**config.mk**
```make
export PLATFORM = sky130hd
export DESIGN_NAME = vec_mul_sequencer
export DESIGN_NICKNAME = d
export VERILOG_FILES = /design/src/rtl/vec_mul_pkg.sv /design/src/rtl/valid_delay_line.sv /design/src/rtl/vec_mul_sequencer.sv
export SDC_FILE = /design/constraint.sdc
export NUM_CORES = 1
export LEC_CHECK = 0
export CAP_MARGIN = 30
export CORE_MARGIN = 3
export CORE_UTILIZATION = 55
export CTS_BUF_LIST = sky130_fd_sc_hd__clkbuf_8
export CTS_CLUSTER_SIZE = 24
export DETAILED_ROUTE_END_ITERATION = 6
export HOLD_SLACK_MARGIN = 0.03
export PLACE_DENSITY = 0.85
export SKIP_CTS_REPAIR_TIMING = 1
export SYNTH_ARGS = -nofsm -noshare
export SYNTH_HDL_FRONTEND = slang
export SYNTH_SLANG_ARGS = --single-unit
```
**constraint.sdc**
```tcl
create_clock -name clk -period 9.56 [get_ports clk]
set_clock_uncertainty 0.2 [all_clocks]
set_input_delay 1.912 -clock clk [delete_from_list [all_inputs] [get_ports clk]]
set_output_delay 1.912 -clock clk [all_outputs]
set_load 0.005 [all_outputs]
```
**src/rtl/vec_mul_pkg.sv**
```systemverilog
// Shared definitions for the vector-multiply sequencer: FSM states and
// default parameter values.
package vec_mul_pkg;
   localparam int ADDRESSSIZE_DEF = 10;
   localparam int CNT_W_DEF       = 8;
   localparam int RESULT_LAT_DEF  = 2;

   typedef enum logic [2:0] {
      IDLE   = 3'd0,
      WPOP   = 3'd1,
      WLOAD  = 3'd2,
      STREAM = 3'd3,
      DRAIN  = 3'd4,
      FIN    = 3'd5
   } state_t;
endpackage

```
**src/rtl/valid_delay_line.sv**
```systemverilog
// Fixed-depth shift register for valid strobes; any_valid reports whether
// any strobe is still travelling through the line.
module valid_delay_line #(
   parameter int DEPTH = 2,
   parameter int WIDTH = 1
) (
   input  logic             clk,
   input  logic             rstn,
   input  logic [WIDTH-1:0] din,
   output logic [WIDTH-1:0] dout,
   output logic             any_valid
);
   logic [WIDTH-1:0] stage [DEPTH];

   always_ff @(posedge clk) begin
      if (!rstn) begin
         for (int k = 0; k < DEPTH; k++) stage[k] <= '0;
      end else begin
         stage[0] <= din;
         for (int k = 1; k < DEPTH; k++) stage[k] <= stage[k-1];
      end
   end

   assign dout = stage[DEPTH-1];

   always_comb begin
      any_valid = 1'b0;
      for (int k = 0; k < DEPTH; k++) any_valid = any_valid | (|stage[k]);
   end
endmodule

```
**src/rtl/vec_mul_sequencer.sv**
```systemverilog
// Sequences one matrix-vector job: optional weight-tile reload, streaming of
// UB read addresses, and result-buffer writes after the array latency.
//
// Handshake: start is a single-cycle request taken only while busy=0; there
// is no backpressure, so every issued vector produces exactly one write
// RESULT_LAT cycles after its UB address appears.
module vec_mul_sequencer
   import vec_mul_pkg::*;
#(
   parameter int ADDRESSSIZE = ADDRESSSIZE_DEF,
   parameter int CNT_W       = CNT_W_DEF,
   parameter int RESULT_LAT  = RESULT_LAT_DEF
) (
   input  logic                   clk,
   input  logic                   rstn,
   input  logic                   start,
   input  logic                   reload,
   input  logic [CNT_W-1:0]       num_vecs,
   input  logic [ADDRESSSIZE-1:0] src_base,
   input  logic [ADDRESSSIZE-1:0] dst_base,
   input  logic                   fifo_empty,
   output logic                   fifo_read_enable,
   output logic                   weight_reload,
   output logic [ADDRESSSIZE-1:0] ub_address,
   output logic                   res_write_enable,
   output logic [ADDRESSSIZE-1:0] res_address,
   output logic                   busy,
   output logic                   done,
   output logic                   err,
   output logic [2:0]             state_dbg
);
   state_t                 state, state_next;
   logic [CNT_W-1:0]       n_q, rem, rem_next, job_n;
   logic [ADDRESSSIZE-1:0] src_q, dst_q, wr_cnt, ub_next, job_src;
   logic                   issue, err_next, line_out, line_any;

   assign state_dbg = state;

   always_comb begin
      state_next = state;
      rem_next   = rem;
      ub_next    = ub_address;
      err_next   = 1'b0;
      // In IDLE the job fields are still on the inputs, not yet latched.
      job_n      = (state == IDLE) ? num_vecs : n_q;
      job_src    = (state == IDLE) ? src_base : src_q;
      case (state)
         IDLE: begin
            if (start) begin
               if (reload) begin
                  if (fifo_empty) err_next = 1'b1;
                  else            state_next = WPOP;
               end else if (job_n == '0) begin
                  state_next = FIN;
               end else begin
                  state_next = STREAM;
               end
            end
         end
         WPOP:  state_next = WLOAD;
         WLOAD: state_next = (job_n == '0) ? FIN : STREAM;
         STREAM: begin
            if (rem == '0) begin
               state_next = DRAIN;
            end else begin
               rem_next = rem - CNT_W'(1);
               ub_next  = ub_address + ADDRESSSIZE'(1);
            end
         end
         DRAIN: if (!line_any) state_next = FIN;
         FIN:   state_next = IDLE;
         default: state_next = IDLE;
      endcase
      if (state != STREAM && state_next == STREAM) begin
         rem_next = job_n - CNT_W'(1);
         ub_next  = job_src;
      end
      issue = (state_next == STREAM);
   end

   // The strobe enters the line on the same edge its UB address is registered.
   valid_delay_line #(.DEPTH(RESULT_LAT), .WIDTH(1)) u_vdl (
      .clk       (clk),
      .rstn      (rstn),
      .din       (issue),
      .dout      (line_out),
      .any_valid (line_any)
   );

   always_ff @(posedge clk) begin
      if (!rstn) begin
         state            <= IDLE;
         rem              <= '0;
         n_q              <= '0;
         src_q            <= '0;
         dst_q            <= '0;
         wr_cnt           <= '0;
         ub_address       <= '0;
         res_address      <= '0;
         fifo_read_enable <= 1'b0;
         weight_reload    <= 1'b0;
         res_write_enable <= 1'b0;
         busy             <= 1'b0;
         done             <= 1'b0;
         err              <= 1'b0;
      end else begin
         state            <= state_next;
         rem              <= rem_next;
         ub_address       <= ub_next;
         fifo_read_enable <= (state_next == WPOP);
         weight_reload    <= (state_next == WLOAD);
         busy             <= (state_next != IDLE);
         done             <= (state == FIN);
         err              <= err_next;
         res_write_enable <= line_out;
         if (state == IDLE && start) begin
            n_q    <= num_vecs;
            src_q  <= src_base;
            dst_q  <= dst_base;
            wr_cnt <= '0;
         end
         if (line_out) begin
            res_address <= dst_q + wr_cnt;
            wr_cnt      <= wr_cnt + ADDRESSSIZE'(1);
         end
      end
   end
endmodule

```
== Word-level counts from Yosys, hierarchy flattened ==
Memory sizes are Yosys's and may differ from the RTL's.
Index checks and enable logic that the tools add are counted.

* Register bits: 75
* Latch bits: 0
* RAM bits: 2
* ROM bits: 0
* Input port bits: 33
* Logic and storage cells: 65
* Memories kept: 1

{| class="wikitable"
|+ Memory list
! memory !! depth !! bits a word !! rd ports !! clocked after Yosys merged registers in !! write ports !! RTL line !! text
|-
| u_vdl.stage || 2 || 1 || 2 || 0 || 2 || valid_delay_line.sv:13 || <nowiki>logic [WIDTH-1:0] stage [DEPTH];</nowiki>
|}

* $add $sub $neg: 5
* Multiply operators: 0
* Divide/modulo/power cells: 0
* Magnitude comparators: 0
* Equality and inequality tests: 10
* Shifts and indexed selects: 0
* Mux-type cells: 22
* Bitwise logic cells: 3
* Reductions and logical operators: 10

{| class="wikitable"
|+ Operator list
! operator !! count
|-
| 10-bit 2-to-1 mux || 6
|-
| 8-bit 2-to-1 mux || 4
|-
| 10-bit by 1-bit adder with 10-bit output (second input constant) || 2
|-
| 3-bit 2-to-1 mux || 6
|-
| 8-bit zero test || 2
|-
| 8-bit by 1-bit subtractor with 8-bit output (second input constant) || 2
|-
| 3-bit case mux with 5 select lines || 1
|-
| 3-bit by 2-bit == test with 1-bit output (second input constant) || 4
|-
| 10-bit adder || 1
|-
| 3-bit by 1-bit == test with 1-bit output (second input constant) || 2
|-
| 3-bit == test (second input constant) || 2
|-
| 1-bit 2-to-1 mux || 5
|-
| 4-bit AND reduction || 1
|-
| 2-bit nonzero test || 2
|-
| 3-bit zero test || 1
|-
| 3-bit by 2-bit inequality test with 1-bit output (second input constant) || 1
|-
| 1-bit bitwise OR || 3
|-
| 3-bit nonzero test || 1
|-
| 1-bit logical AND || 2
|-
| 2-bit by 1-bit inequality test with 1-bit output (second input constant) || 1
|-
| 2-bit AND reduction || 1
|}

== Logic depth before layout (Yosys ltp) ==
Gate-level depths: netlist of the first run.

* Depth in word-level cells: 11
* Depth in mapped cells: 15

== Hierarchy ==
From an unflattened synthesis of the first run, not the netlist that was laid out.

* Cell total of the unflattened synthesis: 538
* Area, all modules: 4130.2 sq um

{| class="wikitable"
|+ Modules (own cells, without submodules)
! module !! times used !! cells each !! area each (sq um)
|-
| vec_mul_sequencer || 1 || 533 || 4071.4
|-
| valid_delay_line || 1 || 5 || 58.8
|}

== Least setup slack after synthesis of the first run ==
OpenSTA, ideal clock, no wires.

* Path type: input port to flip-flop
* Start point: input num_vecs[0]
* End point: register rem[2]
* Setup time: 0.120 ns
* Arrival: 4.303 ns
* Slack: 4.937 ns
* Stages on the path: 12
* Cell sequence: or4_1 > nor3_2 > or3_1 > clkbuf_1 > buf_2 > a21oi_1 > a21oi_1 > ha_1 > clkbuf_1 > nor2_1 > o21a_1 > o31a_1

* Cells in the longest elaborated chain, start to end: 10
* Elaborated cells between the ends (all ways): 13
* Classes of those cells: add/sub (1); eq/ne (2); mux (6); reduce/logical (4)

{| class="wikitable"
|+ Ends and longest elaborated chain
! element !! RTL line !! text
|-
| start: declaration || vec_mul_sequencer.sv:18 || <nowiki>input logic [CNT_W-1:0] num_vecs,</nowiki>
|-
| 8-bit 2-to-1 mux * || vec_mul_sequencer.sv:45 || <nowiki>job_n = (state == IDLE) ? num_vecs : n_q;</nowiki>
|-
| 8-bit zero test || vec_mul_sequencer.sv:53, vec_mul_sequencer.sv:61 ||
|-
| 3-bit 2-to-1 mux || vec_mul_sequencer.sv:53, vec_mul_sequencer.sv:61 ||
|-
| 3-bit 2-to-1 mux || vec_mul_sequencer.sv:50 || <nowiki>if (reload) begin</nowiki>
|-
| 3-bit 2-to-1 mux || vec_mul_sequencer.sv:49 || <nowiki>if (start) begin</nowiki>
|-
| 3-bit case mux with 5 select lines || vec_mul_sequencer.sv:47 || <nowiki>case (state)</nowiki>
|-
| 3-bit by 2-bit == test with 1-bit output || vec_mul_sequencer.sv:74 || <nowiki>if (state != STREAM && state_next == STREAM) begin</nowiki>
|-
| 1-bit logical AND || vec_mul_sequencer.sv:74 ||
|-
| 2-bit by 1-bit inequality test with 1-bit output (no source line) / 2-bit nonzero test (equally long branches) || -- ||
|-
| 2-bit AND reduction (no source line) || -- ||
|-
| end signal: assignment || vec_mul_sequencer.sv:108 || <nowiki>rem <= rem_next;</nowiki>
|-
| end: declaration || vec_mul_sequencer.sv:33 || <nowiki>logic [CNT_W-1:0] n_q, rem, rem_next, job_n;</nowiki>
|}

Mark *: on every way between the ends. The rest lies on a longest branch, timed or not.
A chain may end at the register's enable or synchronous reset.

== Final worst setup path of the first run ==
* Start point: input num_vecs[0]
* End point: register rem[4]

The elaborated chain is that of the path after synthesis.

==> impl_metrics.json, run 1 <==
{
  "cts_tree": "built",
  "clock_latency_ns": 0.35,
  "maxCapViolations": 0,
  "ys_ff_latch": 77,
  "ir_drop_uv": 133,
  "multi_input_area_sq_mm": 0.00233,
  "cts_max_path_buffers": 2,
  "nets": 618,
  "cp_slowest_stage_delay_ns": 0.64,
  "rsz0062_at_grt": "no",
  "met1_usage_pct": 34.3,
  "grt_max_degree": 39,
  "coreArea_sq_mm": 0.00698,
  "hold_viol_final": 0,
  "async_reset_ff_share_pct": 0,
  "drc": 0,
  "end_kind": "flip-flop",
  "drt-pass1-iter-count": 5,
  "grtUsageMet2_pct": 39.8,
  "numCtsBuffers": 9,
  "worstPathCellList": "clkdlybuf4s50_1 > or4_1 > nor3_2 > or3_1 > a21oi_1 > a21oi_1 > ha_1 > nand2_1 > xor2_1 > mux2i_1 > a32oi_1 > o21ai_0",
  "yosys.area.top_type_share_pct": 38.0,
  "ys_types": 59,
  "cp_num_buf_inv": 1,
  "area_growth_pct": 21.4,
  "period_share_pct": 54.9,
  "wl_per_cell_um": 15.7,
  "die_h_um": 91.8,
  "netlist_top_cells_area": "dfxtp_1, nand2_1, a21oi_1",
  "synth_seq_area_share_pct": 38.0,
  "yosysWarnings": 0,
  "syn_nets": 574,
  "arrival_ns": 5.27,
  "slew_headroom_pct": 45.0,
  "grt_usage_pct": 25.2,
  "synth_cells": 528,
  "start_kind": "input pin",
  "critical_path_class": "in -> reg",
  "syn_area_sq_mm": 0.00405,
  "drive_above_1_share_pct": 6.42,
  "slew_violations": 0,
  "io_buffer_count": 61,
  "power_density_mw_per_mm2": 259,
  "cts.sinks": 77,
  "hp-class": "reg -> reg",
  "start_util_pct": 58.0,
  "rows": 30,
  "synthFlopType": "dfxtp_1",
  "fin_total_pwr_w": 0.00127,
  "fp.dieW_um": 91.8,
  "synth.avg_cell_area_sq_um": 7.68,
  "antenna_found_initial": 0,
  "die_area_sq_mm": 0.00843,
  "io-pin-count": 62,
  "wl_mm": 10.5,
  "period_minus_slack_ns": 5.24,
  "power_leakage_nw": 1.80,
  "fmax_ghz": 0.191,
  "dp_hpwl_mm": 7.34,
  "critPathMostFrequentCell": "a21oi_1",
  "postRouteAntennaNets": 0,
  "htreeDepth": 3,
  "via_per_inst": 5.96,
  "regArea_sq_mm": 0.00154,
  "routabilityCongestion": 0.862,
  "fillers": 595,
  "synth_edf_count": 0,
  "critPathSlowestCell": "or4_1",
  "clk_pin_slew_worst_paths_ns": 0.07,
  "finalSetupViolations": 0,
  "crit_fanout": 22,
  "status": "finished, final reports clean",
  "worstMarginPinSlew_ns": 0.819,
  "first_iter_violations": 315,
  "cp_data_required_time_ns": 9.58,
  "grt_pass1_wl_mm": 17.5,
  "grt_overflow": 0,
  "diodes": 0,
  "busiest_layer": "met2",
  "dr_total_vias": 4008,
  "grt_use_met3_pct": 4.10,
  "critical-path-top-delay-family": "simple AND/OR/NAND/NOR gates",
  "grt_pass1_vias": 3748,
  "fin_tns_setup_ns": 0,
  "yosysTopAreaCell": "dfxtp_1",
  "cts.root.buffer_cell": "clkbuf_8"
}
[cell families after synthesis]
kind of cell / after synthesis / synth area share (%)
xor gates and xnor gates: 9 / 1.95
DFF: 77 / 38.0
adders and majority gates: 13 / 4.20
buffers and inverters: 46 / 4.54
and+or+nand+nor: 232 / 27.3
muxes: 10 / 2.53
AOI/OAI and AO/OA: 141 / 21.5
[stage by stage]
step                cells  hold WS (ns)  setup WS (ns)  instance area [sq um]  utilization [%]
floorplan             528         0.231           4.94                   4050                -
global placement      655         0.239           4.22                   4670             67.0
detailed placement    657         0.247           4.06                   4730             67.7
CTS                   672         0.256           4.41                   4920             70.5
global route          672         0.276           4.10                   4920             70.5
finish                672         0.256           4.32                   4920             70.5
[cells in the mapped netlist, drive strengths merged (5+ instances only)]
cell type and n:
inv 12, o211ai 5, nor3 18, clkbuf 30, ha 12, nor3b 5
a21oi 67, a211oi 5, nor2 38, o21ai 30, nand3 16, mux2i 8
dfxtp 77, or3 10, xnor2 6, o21a 5, and3 6, nand2 110
and2 5, nor2b 5
[flip-flops by register name (all words and copies together) (netlist names), 2 cells and up]
name,cells
dst_q,10
res_address,10
src_q,10
ub_address,10
wr_cnt,10
n_q,8
rem,8
state_dbg,3
u_vdl.stage,2
[worst paths after layout]
kind	from	end	slack [ns]	depth (start not counted)
max reg2reg	state_dbg[2]	rem[4]	5.73	11
max	num_vecs[0]	rem[4]	4.32	12
min	src_q[2]	src_q[2]	0.26	2
min reg2reg	src_q[2]	src_q[2]	0.26	2
[layout make-up]
| cell class | count | share of cell area [%] |
|---|---|---|
| multi-input cells | 405 | 47.3 |
| well taps | 96 | 2.44 |
| clock buffers | 10 | 2.80 |
| flip-flops and latches | 77 | 31.3 |
| inverters | 12 | 0.916 |
| clock inverters | 5 | 1.07 |
| repair buffers | 67 | 14.1 |
[worst register-to-register path, stage by stage, from the launching register on]
cell and delay [ns]:
dfxtp_1 0.42, or3_1 0.74, nor3_2 0.42, or3_1 0.63
a21oi_1 0.09, a21oi_1 0.17, ha_1 0.38, nand2_1 0.12
xor2_1 0.18, mux2i_1 0.10, a32oi_1 0.18, o21ai_0 0.09
[cell usage in the layout, fill, tap and decap left out, types with 3 or more instances in the layout]
cell type	n
a211oi_1	5
a21oi_1	67
a311oi_1	4
a31oi_1	4
and2_1	5
and3_1	6
buf_4	4
clkbuf_8	10
clkdlybuf4s50_1	61
dfxtp_1	77
ha_1	12
inv_1	12
mux2i_1	8
nand2_1	110
nand3_1	16
nand4_1	3
nor2_1	37
nor2b_1	5
nor3_1	15
nor3_2	3
nor3b_1	5
nor4_1	3
o211ai_1	5
o21a_1	4
o21ai_0	28
o22ai_1	3
or3_1	10
xnor2_1	6
xor2_1	3
[metal layers]
| layer | share of wire [%] | wire length (um) |
|---|---|---|
| met3 | 6.5 | 681 |
| met2 | 47 | 4950 |
| met4 | 1.7 | 174 |
| met5 | 0 | 0 |
| met1 | 45 | 4720 |
[report_power, final]
part / internal (W) / switching (W)
Clock: 0.000125 / 0.000117
Sequential: 0.000380 / 0.0000671
Combinational: 0.000233 / 0.000352
No activity file was read; power rests on OpenSTA's default activity.
==> inputs of run 2 (changes only) <==
Clock period 9.56 ns to 5.35 ns, I/O delays scaled along.
==> run 2 against run 1 <==
  * Critical endpoint unchanged
  * Cell count rose by 0.15%
  * Via count fell by 0.27%
  * Final area barely moved
  * Combinational power rose by 74%
  * Sequential cell count did not move
  * Largest cell class unchanged
  * Clock power rose by 83%
  * Global-route usage fell by 0.86 points
==> impl_metrics.json, run 2 (synthesized netlist as in run 1, its figures left out) <==
{
  "antenna_found_initial": 0,
  "crit_fanout": 22,
  "io-pin-count": 62,
  "switching_share_pct": 41.5,
  "postRouteAntennaNets": 0,
  "layout_common_cells": "nand2_1, dfxtp_1, a21oi_1",
  "nets": 619,
  "slew_violations": 0,
  "critical_path_class": "in -> reg",
  "dr_total_vias": 3997,
  "combinationalPowerShare_pct": 45.2,
  "wl_per_cell_um": 15.3,
  "start_kind": "input pin",
  "post_dp_cell_area_sq_mm": 0.00472,
  "cts_tree": "built",
  "cp_data_required_time_ns": 5.42,
  "start_util_pct": 58.0,
  "fin_ws_ns": 1.28,
  "grt_usage_pct": 24.4,
  "worstMarginPinSlew_ns": 0.794,
  "status": "finished, final reports clean",
  "fp.dieW_um": 91.8,
  "dp_slack_ns": 0.988,
  "crit_start": "num_vecs[0]",
  "wl_mm": 10.3,
  "period_minus_slack_ns": 4.07,
  "min_to": "src_q[6]",
  "grt_pass1_wl_mm": 16.8,
  "r2r-start": "state_dbg[1]",
  "via_per_inst": 5.94,
  "multi_input_area_sq_mm": 0.00233,
  "dp_cells": 658,
  "drc": 0,
  "io_buffer_count": 61,
  "first_iter_violations": 248,
  "power_leakage_nw": 1.79,
  "regArea_sq_mm": 0.00154,
  "die_area_sq_mm": 0.00843,
  "min_path_cells": 2,
  "drt-pass1-iter-count": 4,
  "ir_drop_uv": 224,
  "power_switching_w": 0.000937,
  "arrival_ns": 4.14,
  "grt_pass1_vias": 3599,
  "routabilityCongestion": 0.872,
  "rr_worst_depth": 11,
  "grt_max_degree": 40,
  "area_growth_pct": 21.3,
  "diodes": 0,
  "fillers": 611,
  "hold_viol_final": 0,
  "numCtsBuffers": 9,
  "intPower_w": 0.00132,
  "final_cells": 673,
  "grt_overflow": 0,
  "rrSetupSlack_ns": 1.80,
  "dp_hpwl_mm": 7.08,
  "clk_pin_slew_worst_paths_ns": 0.08,
  "hp-class": "reg -> reg",
  "fmax_ghz": 0.246,
  "final_area_sq_mm": 0.00492,
  "pwr-share-seq_pct": 35.1,
  "drive_above_1_share_pct": 6.76,
  "hold_start": "src_q[6]",
  "fin_tns_setup_ns": 0,
  "cts.sinks": 77,
  "final_common_cell": "nand2_1",
  "clock_latency_ns": 0.35,
  "regToRegEndpoint": "rem[4]",
  "finalSetupViolations": 0,
  "maxCapViolations": 0,
  "period_share_pct": 76.0,
  "die_h_um": 91.8,
  "cts_max_path_buffers": 2,
  "rows": 30,
  "htreeDepth": 3,
  "cts.root.buffer_cell": "clkbuf_8",
  "coreArea_sq_mm": 0.00698,
  "rsz0062_at_grt": "no",
  "power_density_mw_per_mm2": 460,
  "slew_headroom_pct": 46.7,
  "end_kind": "flip-flop",
  "power_frac_clock_pct": 19.6
}
## run 2: changes by cell type in the layout (fill, tap and decap cells not counted)
cell / delta
clkbuf_8: +1
clkinvlp_4: +1
buf_16: -1
inv_1: -1
buf_4: +2
clkinv_4: -1
## run 2: cell type report
cell class | instances | area share (%)
multi-input combinational | 405 | 47.3
tap | 96 | 2.44
clock inverter | 4 | 0.967
inverter | 12 | 0.916
timing repair buffer | 68 | 13.9
sequential | 77 | 31.4
clock buffer | 11 | 3.08
## run 2: stage by stage
step | util, % | hold WS, ns | total power [W]
6_report | 70.4 | 0.259 | 0.00226
5_1_grt | 70.4 | 0.280 | 0.00241
4_1_cts | 70.4 | 0.261 | 0.00225
3_5_place_dp | 67.6 | 0.246 | 0.00181
3_3_place_gp | 67.2 | 0.239 | 0.00177
2_1_floorplan | - | 0.231 | 0.00151
## run 2: power groups by stage
stage | Combinational [W] | Sequential (W) | Clock [W]
3_3_place_gp | 0.000965 | 0.000800 | 0
2_1_floorplan | 0.000746 | 0.000760 | 0
4_1_cts | 0.00101 | 0.000792 | 0.000450
5_1_grt | 0.00112 | 0.000814 | 0.000480
6_report | 0.00102 | 0.000795 | 0.000444
3_5_place_dp | 0.00100 | 0.000804 | 0
## run 2: critical path, stage by stage
cell             delay (ns)
clkdlybuf4s50_1        0.47
or4_1                  0.63
nor3_2                 0.30
or3_1                  0.16
buf_4                  0.25
a21oi_1                0.07
a21oi_1                0.13
ha_1                   0.36
nand2_1                0.13
xor2_1                 0.16
mux2i_1                0.15
a32oi_1                0.07
o21ai_0                0.18
## run 2: worst max path at each step
| stage | end | slack, ns | cells past startpoint |
|---|---|---|---|
| 2_1_floorplan | rem[2] | 1.57 | 12 |
| 3_3_place_gp | rem[4] | 1.13 | 13 |
| 3_5_place_dp | rem[4] | 0.99 | 13 |
| 4_1_cts | rem[4] | 1.34 | 13 |
| 5_1_grt | rem[4] | 1.09 | 13 |
| 6_report | rem[4] | 1.28 | 13 |
## run 2: per-layer routing
layer / global-route usage [%] / wire length [um] / vias up
met5: 0 / 0 / -
li1: - / - / 1956
met1: 32.6 / 4660 / 1897
met2: 39.7 / 4810 / 129
met3: 4.92 / 646 / 15
met4: 7.18 / 157 / 0
